### src/rtl/ula_div.sv
// Sequential restoring divider: one quotient bit per clock, start/done handshake.
// Define ULA_DIV_SIGNED_EN for two's-complement operands (adds a FIX cycle after RUN).
module ula_div #(
  parameter int unsigned WIDTH = 26
) (
  input  logic             clk_i,
  input  logic             rst_ni,
  input  logic             start_i,
  input  logic [WIDTH-1:0] a_i,
  input  logic [WIDTH-1:0] b_i,
  output logic             busy_o,
  output logic             done_o,
  output logic             div_zero_o,
  output logic [WIDTH-1:0] quotient_o,
  output logic [WIDTH-1:0] remainder_o
);

  localparam int unsigned CntW = $clog2(WIDTH + 1);

  typedef enum logic [1:0] {
    StIdle = 2'd0,
    StRun  = 2'd1,
`ifdef ULA_DIV_SIGNED_EN
    StFix  = 2'd2,
`endif
    StDone = 2'd3
  } state_e;

  state_e            state_q, state_d;
  logic [WIDTH-1:0]  b_q, b_d;
  logic [WIDTH-1:0]  rem_q, rem_d;
  logic [WIDTH-1:0]  qacc_q, qacc_d;
  logic [CntW-1:0]   cnt_q, cnt_d;
  logic [WIDTH-1:0]  quotient_q, quotient_d;
  logic [WIDTH-1:0]  remainder_q, remainder_d;
  logic              div_zero_q, div_zero_d;
`ifdef ULA_DIV_SIGNED_EN
  logic              q_neg_q, q_neg_d;
  logic              a_neg_q, a_neg_d;
`endif

  logic [WIDTH:0]    diff;
  logic [WIDTH-1:0]  rem_step;
  logic [WIDTH-1:0]  q_step;
  logic [WIDTH-1:0]  a_mag;
  logic [WIDTH-1:0]  b_mag;

  always_comb begin
`ifdef ULA_DIV_SIGNED_EN
    a_mag = a_i[WIDTH-1] ? (~a_i + 1'b1) : a_i;
    b_mag = b_i[WIDTH-1] ? (~b_i + 1'b1) : b_i;
`else
    a_mag = a_i;
    b_mag = b_i;
`endif
    // Sign bit of the (WIDTH+1)-bit trial difference decides the quotient bit.
    diff     = {rem_q, qacc_q[WIDTH-1]} - {1'b0, b_q};
    rem_step = diff[WIDTH] ? {rem_q[WIDTH-2:0], qacc_q[WIDTH-1]} : diff[WIDTH-1:0];
    q_step   = {qacc_q[WIDTH-2:0], ~diff[WIDTH]};
  end

  always_comb begin
    state_d     = state_q;
    b_d         = b_q;
    rem_d       = rem_q;
    qacc_d      = qacc_q;
    cnt_d       = cnt_q;
    quotient_d  = quotient_q;
    remainder_d = remainder_q;
    div_zero_d  = div_zero_q;
`ifdef ULA_DIV_SIGNED_EN
    q_neg_d     = q_neg_q;
    a_neg_d     = a_neg_q;
`endif
    case (state_q)
      StIdle, StDone: begin
        if (start_i) begin
          b_d        = b_mag;
          div_zero_d = 1'b0;
`ifdef ULA_DIV_SIGNED_EN
          q_neg_d    = a_i[WIDTH-1] ^ b_i[WIDTH-1];
          a_neg_d    = a_i[WIDTH-1];
`endif
          if (b_i == '0) begin
            quotient_d  = '1;
            remainder_d = a_i;
            div_zero_d  = 1'b1;
            state_d     = StDone;
          end else begin
            rem_d   = '0;
            qacc_d  = a_mag;
            cnt_d   = CntW'(WIDTH);
            state_d = StRun;
          end
        end
      end
      StRun: begin
        rem_d  = rem_step;
        qacc_d = q_step;
        cnt_d  = cnt_q - CntW'(1);
        if (cnt_q == CntW'(1)) begin
`ifdef ULA_DIV_SIGNED_EN
          state_d = StFix;
`else
          quotient_d  = q_step;
          remainder_d = rem_step;
          state_d     = StDone;
`endif
        end
      end
`ifdef ULA_DIV_SIGNED_EN
      StFix: begin
        quotient_d  = q_neg_q ? (~qacc_q + 1'b1) : qacc_q;
        remainder_d = a_neg_q ? (~rem_q + 1'b1) : rem_q;
        state_d     = StDone;
      end
`endif
      default: state_d = StIdle;
    endcase
  end

  always_ff @(posedge clk_i or negedge rst_ni) begin
    if (!rst_ni) begin
      state_q     <= StIdle;
      b_q         <= '0;
      rem_q       <= '0;
      qacc_q      <= '0;
      cnt_q       <= '0;
      quotient_q  <= '0;
      remainder_q <= '0;
      div_zero_q  <= 1'b0;
`ifdef ULA_DIV_SIGNED_EN
      q_neg_q     <= 1'b0;
      a_neg_q     <= 1'b0;
`endif
    end else begin
      state_q     <= state_d;
      b_q         <= b_d;
      rem_q       <= rem_d;
      qacc_q      <= qacc_d;
      cnt_q       <= cnt_d;
      quotient_q  <= quotient_d;
      remainder_q <= remainder_d;
      div_zero_q  <= div_zero_d;
`ifdef ULA_DIV_SIGNED_EN
      q_neg_q     <= q_neg_d;
      a_neg_q     <= a_neg_d;
`endif
    end
  end

`ifdef ULA_DIV_SIGNED_EN
  assign busy_o = (state_q == StRun) || (state_q == StFix);
`else
  assign busy_o = (state_q == StRun);
`endif
  assign done_o      = (state_q == StDone);
  assign div_zero_o  = div_zero_q;
  assign quotient_o  = quotient_q;
  assign remainder_o = remainder_q;

endmodule
### config.mk
export PLATFORM = sky130hd
export DESIGN_NAME = ula_div
export DESIGN_NICKNAME = d
export VERILOG_FILES = /design/src/rtl/ula_div.sv
export SDC_FILE = /design/constraint.sdc
export NUM_CORES = 1
export LEC_CHECK = 0
export CAP_MARGIN = 10
export CORE_MARGIN = 2
export CORE_UTILIZATION = 56
export DETAILED_ROUTE_END_ITERATION = 7
export DONT_BUFFER_PORTS = 1
export GPL_TIMING_DRIVEN = 0
export PLACE_DENSITY = 0.74
export SLEW_MARGIN = 15
export SYNTH_ARGS = -nofsm -noshare
export SYNTH_HDL_FRONTEND = slang
export SYNTH_SLANG_ARGS = --single-unit
export TNS_END_PERCENT = 30
### constraint.sdc
create_clock -name clk_i -period 8.9 [get_ports clk_i]
set_input_delay 1.335 -clock clk_i [delete_from_list [all_inputs] [get_ports clk_i]]
set_output_delay 1.335 -clock clk_i [all_outputs]
set_load 0.05 [all_outputs]
# --- After elaboration in Yosys (flattened, before gate mapping) ---
# Cells that the tools add are included.
# Widths: inputs -> output; s select.
totals:
  out_inout_bits: 55
  reg_bits: 138
op_classes:
  addsub: 2
  bitwise: 1
  reduce_logical: 8
  mux: 23
  n_eq_ne: 7
op_table:
  columns: ["operator", "n"]
  rows:
  - ["$mux 26", 11]
  - ["$pmux 26 s2", 4]
  - ["$sub 27x26->27", 1]
  - ["$logic_not 26->1", 1]
  - ["$mux 5", 2]
  - ["$pmux 5 s2", 1]
  - ["$mux 2", 3]
  - ["$ne 2x2->1 const B", 3]
  - ["$eq 5x1->1 const B", 1]
  - ["$sub 5x1->5 const B", 1]
  - ["$pmux 2 s2", 1]
  - ["$reduce_and 2->1", 2]
  - ["$reduce_and 4->1", 1]
  - ["$reduce_and 3->1", 1]
  - ["$eq 2x1->1 const B", 1]
  - ["$eq 2x2->1 const B", 1]
  - ["$logic_not 2->1", 1]
  - ["$ne 2x1->1 const B", 1]
  - ["$reduce_bool 2->1", 1]
  - ["$reduce_or 2->1", 1]
  - ["$mux 1", 1]
  - ["$not 1->1", 1]

# --- Logic depth before layout (Yosys ltp) ---
# Gate-level depths: netlist (run 1).
logic_depth:
  ltp_word: 4
  mapped_depth: 13
  mapped_depth_nobuf: 12

# --- Worst setup path after synthesis (run 1) ---
# OpenSTA, ideal clock, no wires.
synth_path:
  path_type: "input -> register"
  from: "input port b_i[1]"
  to: "register remainder_q[7] (netlist: remainder_o[7])"
  cell_stages: 9
  path_slack_ns: 5.848
  arrival_ns: 2.970
  setup_ns: 0.082
  n_path_buf: 2
  cell_sequence: "nor4_1 > nand4_1 > nor2_1 > and2_1 > o21a_1 > clkbuf_1 > clkbuf_1 > nor2_1 > a31oi_1"
synth_between:
  elab_chain_cells: 3
synth_rtl:
  columns: ["item", "line", "rtl"]
  rows:
  - ["start: declaration", "10", "input logic [WIDTH-1:0] b_i,"]
  - ["$logic_not 26->1", "84", "if (b_i == '0) begin"]
  - ["$ne 2x2->1 (no source line)", null, null]
  - ["$reduce_and 4->1 (no source line)", null, null]
  - ["end signal: assignment", "143", "remainder_q <= remainder_d;"]
  - ["end: declaration", "35", "logic [WIDTH-1:0] remainder_q, remainder_d;"]
# No other way between the ends.
# A chain may end at the register's enable or synchronous reset.

# --- Worst setup path after layout (run 1) ---
layout_path:
  from: "input port b_i[2]"
  to: "register quotient_q[1] (netlist: quotient_o[1])"
layout_between:
  elab_chain_cells: 3
layout_rtl:
  columns: ["item", "line", "rtl"]
  rows:
  - ["$logic_not 26->1", "84", null]
  - ["$ne 2x2->1 (no source line)", null, null]
  - ["$reduce_and 4->1 (no source line)", null, null]
  - ["end signal: assignment", "142", "quotient_q <= quotient_d;"]
  - ["end: declaration", "34", "logic [WIDTH-1:0] quotient_q, quotient_d;"]
# No other way between the ends.

==> results.toml, run 1 <==
[critical_path]
cp.arrival_ns = 3.98
cp_slowest_cell = "clkbuf_1"
cp-start-kind = "input pin"
path_buf_inv = 2
critical_path_peak_fanout = 10
max_stage_delay_ns = 0.51
path_cells = "nor4_1 -> nand4_1 -> nor2_1 -> and2_1 -> o21a_1 -> clkbuf_1 -> clkbuf_1 -> nor2_1 -> a31oi_1"
critPathKind = "in2reg"
crit_required_ns = 9.25
path_depth = 9
crit_family = "simple AND/OR/NAND/NOR gates"
r2r_cells = 13
end_kind = "flop"

[placed_design]
portBuffers = 0
dp_hpwl_mm = 15.3
post-place-cells = 1036
gp_congestion = 0.886
place_area_um2 = 8020

[yosys]
synthesis.nets = 943
yosys_warnings = 0
ys_seq_area_share_pct = 44.3
ys_types = 68
synth_edf_count = 0
async_reset_ff_share_pct = 100
yosys_most_used_dff = "dfrtp_1"
syn_avg_cell_area_um2 = 9.10
syn_inst = 856
syn_area_um2 = 7790
ys_ff_latch = 138

[global_route]
antenna_found_initial = 0
grt_max_degree = 139
grt_first_pass_wirelength_mm = 32.7
track_usage_pct = 29.0
grt-ovfl-total = 0
grt_pass1_vias = 6106

[drt]
ant_nets = 0
avgRoutedWirePerCell_um = 19.6
via_count = 6549
vias_per_cell = 6.13
drc = 0
dr.pass1.iters = 7
wirelength_mm = 20.9
drtIter0Drc = 527

[layout]
nNetsFinal = 962
syn2layout_area_growth_pct = 11.1
layout-drive-gt1-share_pct = 8.90
finish.instance_area_um2 = 8650
n_antenna_cell = 0
finalNonFillerCells = 1068
fillerInstances = 1138

[floorplan]
die_x_um = 122
io_pins = 110
coreArea_um2 = 13700
initial_core_util_pct = 56.8
die_y_um = 122
fp-row-count = 43
die_area_um2 = 14900

[clocking]
clkSinkCount = 138
cts_tree = "yes"
cts.htree.levels = 4
root_buffer = "clkbuf_16"
clk_latency_ns = 0.44
cts_setup_buffers = 0
cts-resized-gates = 0
cts_made_buffers = 17
postCtsHoldBufs = 0
clockBufferDepth = 2
clkTransAtPathRegs_ns = 0.06

[sta]
setup_viol = 0
finalClockSkew_ns = 0.00891
tightest_slew_ns = 0.810
slew_headroom_pct = 46.0
final.setup.tns_ns = 0
hold_violations = 0
rsz0062_at_grt = "no"
fin_crit_ns = 3.63
finalCritPeriodShare_pct = 40.8
clock.fmax_mhz = 276
maxSlewViolCount = 0

[hold_path]
worstHoldPathType = "reg2reg"
min_delay_path_depth = 1

[status]
outcome = "finished, final reports clean"

[job]
maxCapViolations = 0
==> sequential cells by signal, indices dropped and copies added, names as in the netlist <==
| name | flops |
|---|---|
| state_q | 2 |
| rem_q | 26 |
| qacc_q | 26 |
| quotient_o | 26 |
| b_q | 26 |
| div_zero_o | 1 |
| remainder_o | 26 |
| cnt_q | 5 |
==> cell families after synthesis <==
logic type               synth area share [%]
AO/OA/AOI/OAI                            19.1
XOR/XNOR                                 2.59
adder cells (fa/ha/maj)                  5.24
buffers and inverters                    5.14
flip-flops                               44.3
multiplexers                             8.32
AND/OR/NAND/NOR                          15.3
==> metal layers <==
layer / up-vias / track usage (%) / routed length (um)
li1: 3080 / - / -
met1: 3147 / 41.1 / 9080
met2: 293 / 44.9 / 9560
met3: 29 / 6.93 / 1890
met4: 0 / 7.69 / 352
met5: - / 0 / 0
==> layout by cell type (no fill, tap or decap), drive strengths merged, types with 6 or more instances in the layout <==
master,instances
mux2,27
nand2,110
nand4,10
xnor2,10
ha,31
a31oi,25
nor2,73
nor4,8
o21ai,74
mux2i,34
a21oi,67
o311ai,6
dfrtp,138
or3,6
clkbuf,64
nor3,13
nand2b,6
inv,52
buf,9
and3,14
xor2,13
a22o,6
nand3,13
a211oi,7
==> worst register-to-register path, stage by stage, from the launching register on <==
cell and delay [ns]:
dfrtp_1 0.41, inv_1 0.07, ha_1 0.21, fa_1 0.40
and2b_1 0.24, o211ai_2 0.12, a211oi_4 0.31, a21oi_2 0.16
o2111ai_1 0.34, a21oi_2 0.16, nor2_4 0.28, buf_6 0.22
mux2i_1 0.40, o21ai_0 0.14
==> area by class of cell <==
type | count | area [um2] | area share, %
Buffer | 53 | 220 | 2.54
Tap cell | 180 | 225 | 2.60
Inverter | 48 | 180 | 2.08
Sequential cell | 138 | 3450 | 39.9
Clock buffer | 20 | 457 | 5.28
Multi-Input combinational cell | 617 | 3940 | 45.5
Clock inverter | 12 | 183 | 2.11
==> through the flow <==
stage | worst slack (ns) | utilization (%) | hold WS [ns]
global placement | 4.93 | 58.4 | 0.487
detailed placement | 4.91 | 58.4 | 0.495
floorplan | 5.85 | - | 0.469
CTS | 5.33 | 63.1 | 0.508
finish | 5.27 | 63.1 | 0.506
global route | 5.10 | 63.1 | 0.521
==> cell usage after synthesis (all sizes together) (3+ instances only) <==
| master | n | area share, % |
|---|---|---|
| a21o | 3 | 0.29 |
| nor3 | 13 | 0.98 |
| nand3b | 3 | 0.29 |
| o21bai | 3 | 0.29 |
| mux2 | 27 | 4.0 |
| o221ai | 4 | 0.45 |
| mux2i | 34 | 4.4 |
| o21a | 4 | 0.39 |
| nor2 | 73 | 3.6 |
| ha | 31 | 5.0 |
| buf | 9 | 0.71 |
| a311oi | 3 | 0.34 |
| xnor2 | 10 | 1.1 |
| a22o | 6 | 0.67 |
| nand2b | 6 | 0.48 |
| a21oi | 67 | 4.4 |
| nand2 | 110 | 5.3 |
| o311ai | 6 | 0.67 |
| a31oi | 25 | 2.0 |
| nor4 | 8 | 0.64 |
| a221oi | 3 | 0.34 |
| clkbuf | 44 | 2.1 |
| a211oi | 7 | 0.84 |
| nand3 | 13 | 0.90 |
| o22ai | 5 | 0.40 |
| or3 | 6 | 0.48 |
| o21ai | 74 | 4.9 |
| dfrtp | 138 | 44 |
| xor2 | 13 | 1.5 |
| nand4 | 10 | 0.80 |
| inv | 48 | 2.3 |
| and2 | 3 | 0.24 |
| o211ai | 5 | 0.55 |
| and3 | 14 | 1.1 |
| o31ai | 5 | 0.55 |
==> final timing paths <==
path | from | end | slack [ns]
worst max-delay path | b_i[2] | quotient_o[1]$_DFFE_PN0P_ | 5.27
worst min-delay path | b_q[18]$_DFFE_PN0P_ | b_q[18]$_DFFE_PN0P_ | 0.51
worst max register to register | qacc_q[25]$_DFFE_PN0P_ | remainder_o[13]$_DFFE_PN0P_ | 5.31
worst min register to register | b_q[18]$_DFFE_PN0P_ | b_q[18]$_DFFE_PN0P_ | 0.51
max in group asynchronous | rst_ni | b_q[14]$_DFFE_PN0P_ | 8.01
min in group asynchronous | rst_ni | quotient_o[3]$_DFFE_PN0P_ | 0.59
Power of run 1 is not shown: default switching activity piles up to over one toggle a cycle in this logic, so the estimate is an artifact.
==> inputs of run 2 (changes only) <==
--- a/config.mk
+++ b/config.mk
@@ -5,13 +5,14 @@
 export SDC_FILE = /design/constraint.sdc
 export NUM_CORES = 1
 export LEC_CHECK = 0
+export ABC_AREA = 1
 export CAP_MARGIN = 10
 export CORE_MARGIN = 2
 export CORE_UTILIZATION = 56
 export DETAILED_ROUTE_END_ITERATION = 7
 export DONT_BUFFER_PORTS = 1
 export GPL_TIMING_DRIVEN = 0
-export PLACE_DENSITY = 0.74
+export PLACE_DENSITY = 0.77
 export SLEW_MARGIN = 15
 export SYNTH_ARGS = -nofsm -noshare
 export SYNTH_HDL_FRONTEND = slang
==> constraint.sdc (replaced) <==
create_clock -name clk_i -period 3.2 [get_ports clk_i]
set_input_delay 0.48 -clock clk_i [delete_from_list [all_inputs] [get_ports clk_i]]
set_output_delay 0.48 -clock clk_i [all_outputs]
set_load 0.05 [all_outputs]
==> run 2 against run 1 <==
Against the previous run:
- critical endpoint is now qacc_q[16]$_DFFE_PN0P_
- critical path type is now reg2reg
- clock skew is 0.0072 ns higher
- count of clock-buffer cells in the layout is 3 lower
- sequential share of layout area shrank 3.6 points
- design area rose by 9.8%
- first-iteration DRC count rose by 26%
- the run now ends with negative hold slack left
- via count up 20%
- synthesized cell count rose by 45%
- critical path depth stayed put
==> results.toml, run 2 <==
[status]
outcome = "finished, violations left"
violations = "negative hold slack"

[clocking]
root_buffer = "clkbuf_16"
clkSinkCount = 138
cts.htree.levels = 4
clockBufferDepth = 2
clkTransAtPathRegs_ns = 0.06
clk_latency_ns = 0.44
cts_setup_buffers = 0
cts_made_buffers = 17
cts_tree = "yes"

[power]
power_density_nw_per_um2 = 1260
p_leak_uw = 0.00522
irDropWorstVdd_mv = 0.748

[drt]
vias_per_cell = 5.40
dr.pass1.iters = 7
ant_nets = 0
via_count = 7868
wirelength_mm = 23.7
drc = 0
avgRoutedWirePerCell_um = 16.2
drtIter0Drc = 665

[critical_path]
crit_required_ns = 3.49
critPathKind = "reg2reg"
regToRegSetupSlack_ns = 0.52
cp_slowest_cell = "ha_1"
cp-start-kind = "flop"
max_stage_delay_ns = 0.60
path_cells = "inv_1 -> ha_1 -> clkinv_1 -> clkbuf_1 -> clkbuf_1 -> nand2_1 -> o21ai_0 -> nand2_1 -> o21ai_0"
r2r_cells = 9
cp.arrival_ns = 2.97
timing.rr.start = "state_q[1]$_DFFE_PN0P_"
end_kind = "flop"
critical_path_peak_fanout = 10
reg2reg_to = "qacc_q[16]$_DFFE_PN0P_"

[sta]
clock.fmax_mhz = 373
finalCritPeriodShare_pct = 83.8
fin_crit_ns = 2.68
tightest_slew_ns = 0.690
maxSlewViolCount = 0
finalClockSkew_ns = 0.0161
final.setup.tns_ns = 0
slew_headroom_pct = 54.0
worst_hold_slack_ns = -0.263
hold_violations = 138
setup_viol = 0
rsz0062_at_grt = "no"

[layout]
fillerInstances = 1381
layout_commonest_cell = "nand2_1"
layout_common_cells = "nand2_1, inv_1, dfrtp_1"
final_util_pct = 62.5
layout-drive-gt1-share_pct = 9.78
syn2layout_area_growth_pct = 9.09
nNetsFinal = 1345

[placed_design]
dp_hpwl_mm = 18.0
gp_congestion = 0.935
portBuffers = 0

[floorplan]
fp-row-count = 45
die_area_um2 = 16600
initial_core_util_pct = 57.3
die_x_um = 129
io_pins = 110
coreArea_um2 = 15200
die_y_um = 129

[yosys]
async_reset_ff_share_pct = 100
ys_seq_area_share_pct = 39.6
yosysMostFrequentCell = "nand2_1"
synth_common_cells = "nand2_1, inv_1, dfrtp_1"
syn_avg_cell_area_um2 = 7.03
synthesis.nets = 1326
yosys_most_used_dff = "dfrtp_1"
ys_ff_latch = 138
yosys_warnings = 0
syn_inst = 1239
ys_types = 34
ys_top_cells_by_area = "dfrtp_1, nand2_1, inv_1"
synth_top_area_share_pct = 39.6
syn_area_um2 = 8710
yosysTopAreaCell = "dfrtp_1"
synth_edf_count = 0

[global_route]
track_usage_pct = 29.7
grt_first_pass_wirelength_mm = 38.2
grt_max_degree = 139
grt-ovfl-total = 0
antenna_found_initial = 0
grt_pass1_vias = 7513

[hold_path]
worstHoldPathType = "in2async"

[job]
maxCapViolations = 0
## run 2: cells by family after synthesis
logic type	share of synthesized area, %
buffers and inverters	12.5
DFF	39.6
and+or+nand+nor	32.9
adders and majority gates	4.68
AOI/OAI and AO/OA	8.80
xor gates and xnor gates	1.41
## run 2: per-stage QoR
step                hold slack [ns]  total power [uW]  cells  cell area (um2)  setup slack, ns
floorplan                     0.184              8440   1239             8710             1.15
detailed placement            0.189              9980   1427             8950            0.574
global placement              0.191              9820   1427             8950            0.645
CTS                          -0.258             11900   1456             9500            0.583
finish                       -0.263             12000   1457             9500            0.519
global route                 -0.265             12900   1456             9500            0.323
## run 2: worst max path at each step
| stage | from | slack (ns) | to |
|---|---|---|---|
| 3_3_place_gp | b_i[5] | 0.64 | quotient_o[20]$_DFFE_PN0P_ |
| 5_1_grt | state_q[1]$_DFFE_PN0P_ | 0.32 | qacc_q[16]$_DFFE_PN0P_ |
| 3_5_place_dp | b_i[5] | 0.57 | quotient_o[20]$_DFFE_PN0P_ |
| 4_1_cts | state_q[1]$_DFFE_PN0P_ | 0.58 | qacc_q[20]$_DFFE_PN0P_ |
| 6_report | state_q[1]$_DFFE_PN0P_ | 0.52 | qacc_q[16]$_DFFE_PN0P_ |
| 2_1_floorplan | state_q[1]$_DFFE_PN0P_ | 1.15 | qacc_q[19]$_DFFE_PN0P_ |
## run 2: layout make-up
| class | instances | area, um2 | area share (%) |
|---|---|---|---|
| Clock buffer | 17 | 425 | 4.48 |
| Inverter | 216 | 811 | 8.53 |
| Tap cell | 188 | 235 | 2.48 |
| Sequential cell | 138 | 3450 | 36.3 |
| Clock inverter | 12 | 129 | 1.36 |
| Multi-Input combinational cell | 838 | 4170 | 43.8 |
| Buffer | 47 | 282 | 2.96 |
| Antenna cell | 1 | 2.50 | 0.0263 |
## run 2: routing by layer
layer / routed length, um / part of all wire, % / global-route usage (%) / up-vias
met2: 10600 / 45 / 44.7 / 280
met1: 10600 / 45 / 41.3 / 3640
met4: 926 / 3.9 / 14.6 / 0
li1: - / - / - / 3893
met5: 0 / 0 / 0 / -
met3: 1520 / 6.4 / 5.78 / 55
## run 2: report_power, final
group	internal (uW)	leakage (uW)	switching (uW)
registers	2500	0.00167	1560
logic	1940	0.00329	4080
clock network	1130	0.000267	789
## run 2: what timing repair did
action | CTS | global route
gates resized for setup | 0 | 0
setup endpoints to repair | 0 | 0
endpoints found under the hold margin | 138 | 138
## run 2: critical path: cells and delay by family (launching register included)
kind / cells / cell delay, ns
AOI/OAI and AO/OA: 2 / 0.17
adders and majority gates: 1 / 0.60
buffers and inverters: 4 / 1.14
DFF: 1 / 0.40
and+or+nand+nor: 2 / 0.22
No activity file was read; power rests on OpenSTA's default activity.
==> inputs of run 3 (changes only) <==
--- a/config.mk
+++ b/config.mk
@@ -12,7 +12,7 @@
 export DETAILED_ROUTE_END_ITERATION = 7
 export DONT_BUFFER_PORTS = 1
 export GPL_TIMING_DRIVEN = 0
-export PLACE_DENSITY = 0.77
+export PLACE_DENSITY = 0.74
 export SLEW_MARGIN = 15
 export SYNTH_ARGS = -nofsm -noshare
 export SYNTH_HDL_FRONTEND = slang
==> constraint.sdc (replaced) <==
create_clock -name clk_i -period 2.6 [get_ports clk_i]
set_input_delay 0.39 -clock clk_i [delete_from_list [all_inputs] [get_ports clk_i]]
set_output_delay 0.39 -clock clk_i [all_outputs]
set_load 0.05 [all_outputs]
==> run 3 against run 2 <==
Against the previous run:
- the run still ends with negative hold slack left
- worst setup slack got worse by 0.30 ns
- via count shrank 0.14%
- combinational power grew 24%
- sequential share of layout area decreased by 0.10 points
- global-route usage about the same
- cell count is 0.14% higher
- design area is 0.29% higher
- flip-flop and latch count is the same
- wire length fell by 0.15%
- critical endpoint is now rem_q[16]$_DFFE_PN0P_
==> results.toml, run 3 (same netlist as run 2, synthesis figures left out) <==
[hold_path]
worstHoldPathType = "in2async"

[layout]
syn2layout_area_growth_pct = 9.41
fillerInstances = 1432
n_antenna_cell = 0
nNetsFinal = 1345
layout-drive-gt1-share_pct = 10.4
layout_commonest_cell = "nand2_1"
finish.instance_area_um2 = 9530
layout_common_cells = "nand2_1, inv_1, dfrtp_1"
final_util_pct = 62.7
multi_input_area_um2 = 4170
seq_area_um2 = 3450

[drt]
dr.pass1.iters = 5
avgRoutedWirePerCell_um = 16.2
via_count = 7857
drc = 0
wirelength_mm = 23.6
drtIter0Drc = 565
ant_nets = 0
vias_per_cell = 5.39

[clocking]
clk_latency_ns = 0.43
clkSinkCount = 138
clkTransAtPathRegs_ns = 0.06
root_buffer = "clkbuf_16"
clockBufferDepth = 2
cts.htree.levels = 4
cts_made_buffers = 17
cts_setup_buffers = 0
cts_tree = "yes"

[sta]
tightest_slew_ns = 0.564
rsz0062_at_grt = "no"
clock.fmax_mhz = 419
setup_viol = 0
finalClockSkew_ns = 0.00834
hold_violations = 138
finalCritPeriodShare_pct = 91.7
slew_headroom_pct = 62.4
fin_crit_ns = 2.39
worst_hold_slack_ns = -0.345
maxSlewViolCount = 0

[placed_design]
portBuffers = 0
gp_congestion = 0.923
dp_hpwl_mm = 17.8
place_area_um2 = 8950

[status]
outcome = "finished, violations left"
violations = "negative hold slack"

[floorplan]
die_area_um2 = 16600
initial_core_util_pct = 57.3
io_pins = 110
coreArea_um2 = 15200
fp-row-count = 45
die_x_um = 129
die_y_um = 129

[power]
power_density_nw_per_um2 = 1550
irDropWorstVdd_mv = 0.980
total_power_uw = 14800
p_leak_uw = 0.00525

[critical_path]
end_kind = "flop"
critPathKind = "reg2reg"
crit_required_ns = 2.97
cp-start-kind = "flop"
critical_path_peak_fanout = 10
regToRegSetupSlack_ns = 0.21
cp.arrival_ns = 2.75

[job]
maxCapViolations = 0

[global_route]
grt_max_degree = 139
track_usage_pct = 29.7
grt_first_pass_wirelength_mm = 38.2
antenna_found_initial = 0
grt-ovfl-total = 0
grt_pass1_vias = 7573
run 3: cell types whose count changed in the layout (fill, tap and decap cells not counted), moves of 2 or more:
cell,change
clkbuf_1,-2
clkinv_2,-3
inv_6,+2
clkbuf_8,+2
clkinv_4,+3
clkinvlp_4,-2
clkbuf_2,+4
run 3: stage by stage:
stage / std cells / setup TNS, ns / worst slack [ns]
3_3_place_gp: 1427 / -0.0135 / -0.0135
3_5_place_dp: 1427 / -0.401 / -0.0929
5_1_grt: 1459 / 0 / 0.0139
4_1_cts: 1459 / 0 / 0.0559
6_report: 1459 / 0 / 0.215
2_1_floorplan: 1239 / 0 / 0.546
run 3: critical path, stage by stage, from the launching register on:
cell and delay [ns]:
dfrtp_1 0.39, ha_1 0.23, fa_1 0.44, inv_1 0.11, nand3_1 0.09, nand3_2 0.13
nand2_2 0.08, nand3_2 0.09, nand2_2 0.06, nand2_4 0.14, buf_6 0.17, nand3_1 0.15
nand2_1 0.14, nand2_1 0.05, nand2_1 0.05
run 3: path summary, 6_finish.rpt:
path | endpoint | from | depth (start not counted)
min in group clk_i | b_q[0]$_DFFE_PN0P_ | b_i[0] | 2
max in group asynchronous | quotient_o[23]$_DFFE_PN0P_ | rst_ni | 0
setup reg to reg | rem_q[16]$_DFFE_PN0P_ | b_q[0]$_DFFE_PN0P_ | 14
hold / removal | rem_q[9]$_DFFE_PN0P_ | rst_ni | 0
hold reg to reg | b_q[23]$_DFFE_PN0P_ | b_q[23]$_DFFE_PN0P_ | 2
setup / recovery | rem_q[16]$_DFFE_PN0P_ | b_q[0]$_DFFE_PN0P_ | 14
run 3: layout make-up:
class / count / share of cell area, %
Tap cell: 188 / 2.47
Sequential cell: 138 / 36.2
Clock buffer: 21 / 4.83
Clock inverter: 11 / 1.18
Multi-Input combinational cell: 838 / 43.8
Buffer: 47 / 3.01
Inverter: 216 / 8.51
run 3: power by group:
part | internal (uW) | total [uW] | switching, uW
Sequential | 3070 | 4980 | 1900
Combinational | 2410 | 7460 | 5050
Clock | 1380 | 2380 | 1000
Total | 6860 | 14800 | 7960
run 3: layer usage:
layer  wire (um)  GRT usage, %
met2       10500          45.8
met4         952          14.3
met3        1780          6.99
met5           0             0
met1       10400          39.6
run 3: timing repair:
item	4_1_cts	5_1_grt
gates cloned	0	0
hold endpoints to repair	138	138
gates resized for setup	1	10
setup endpoints to repair	10	46
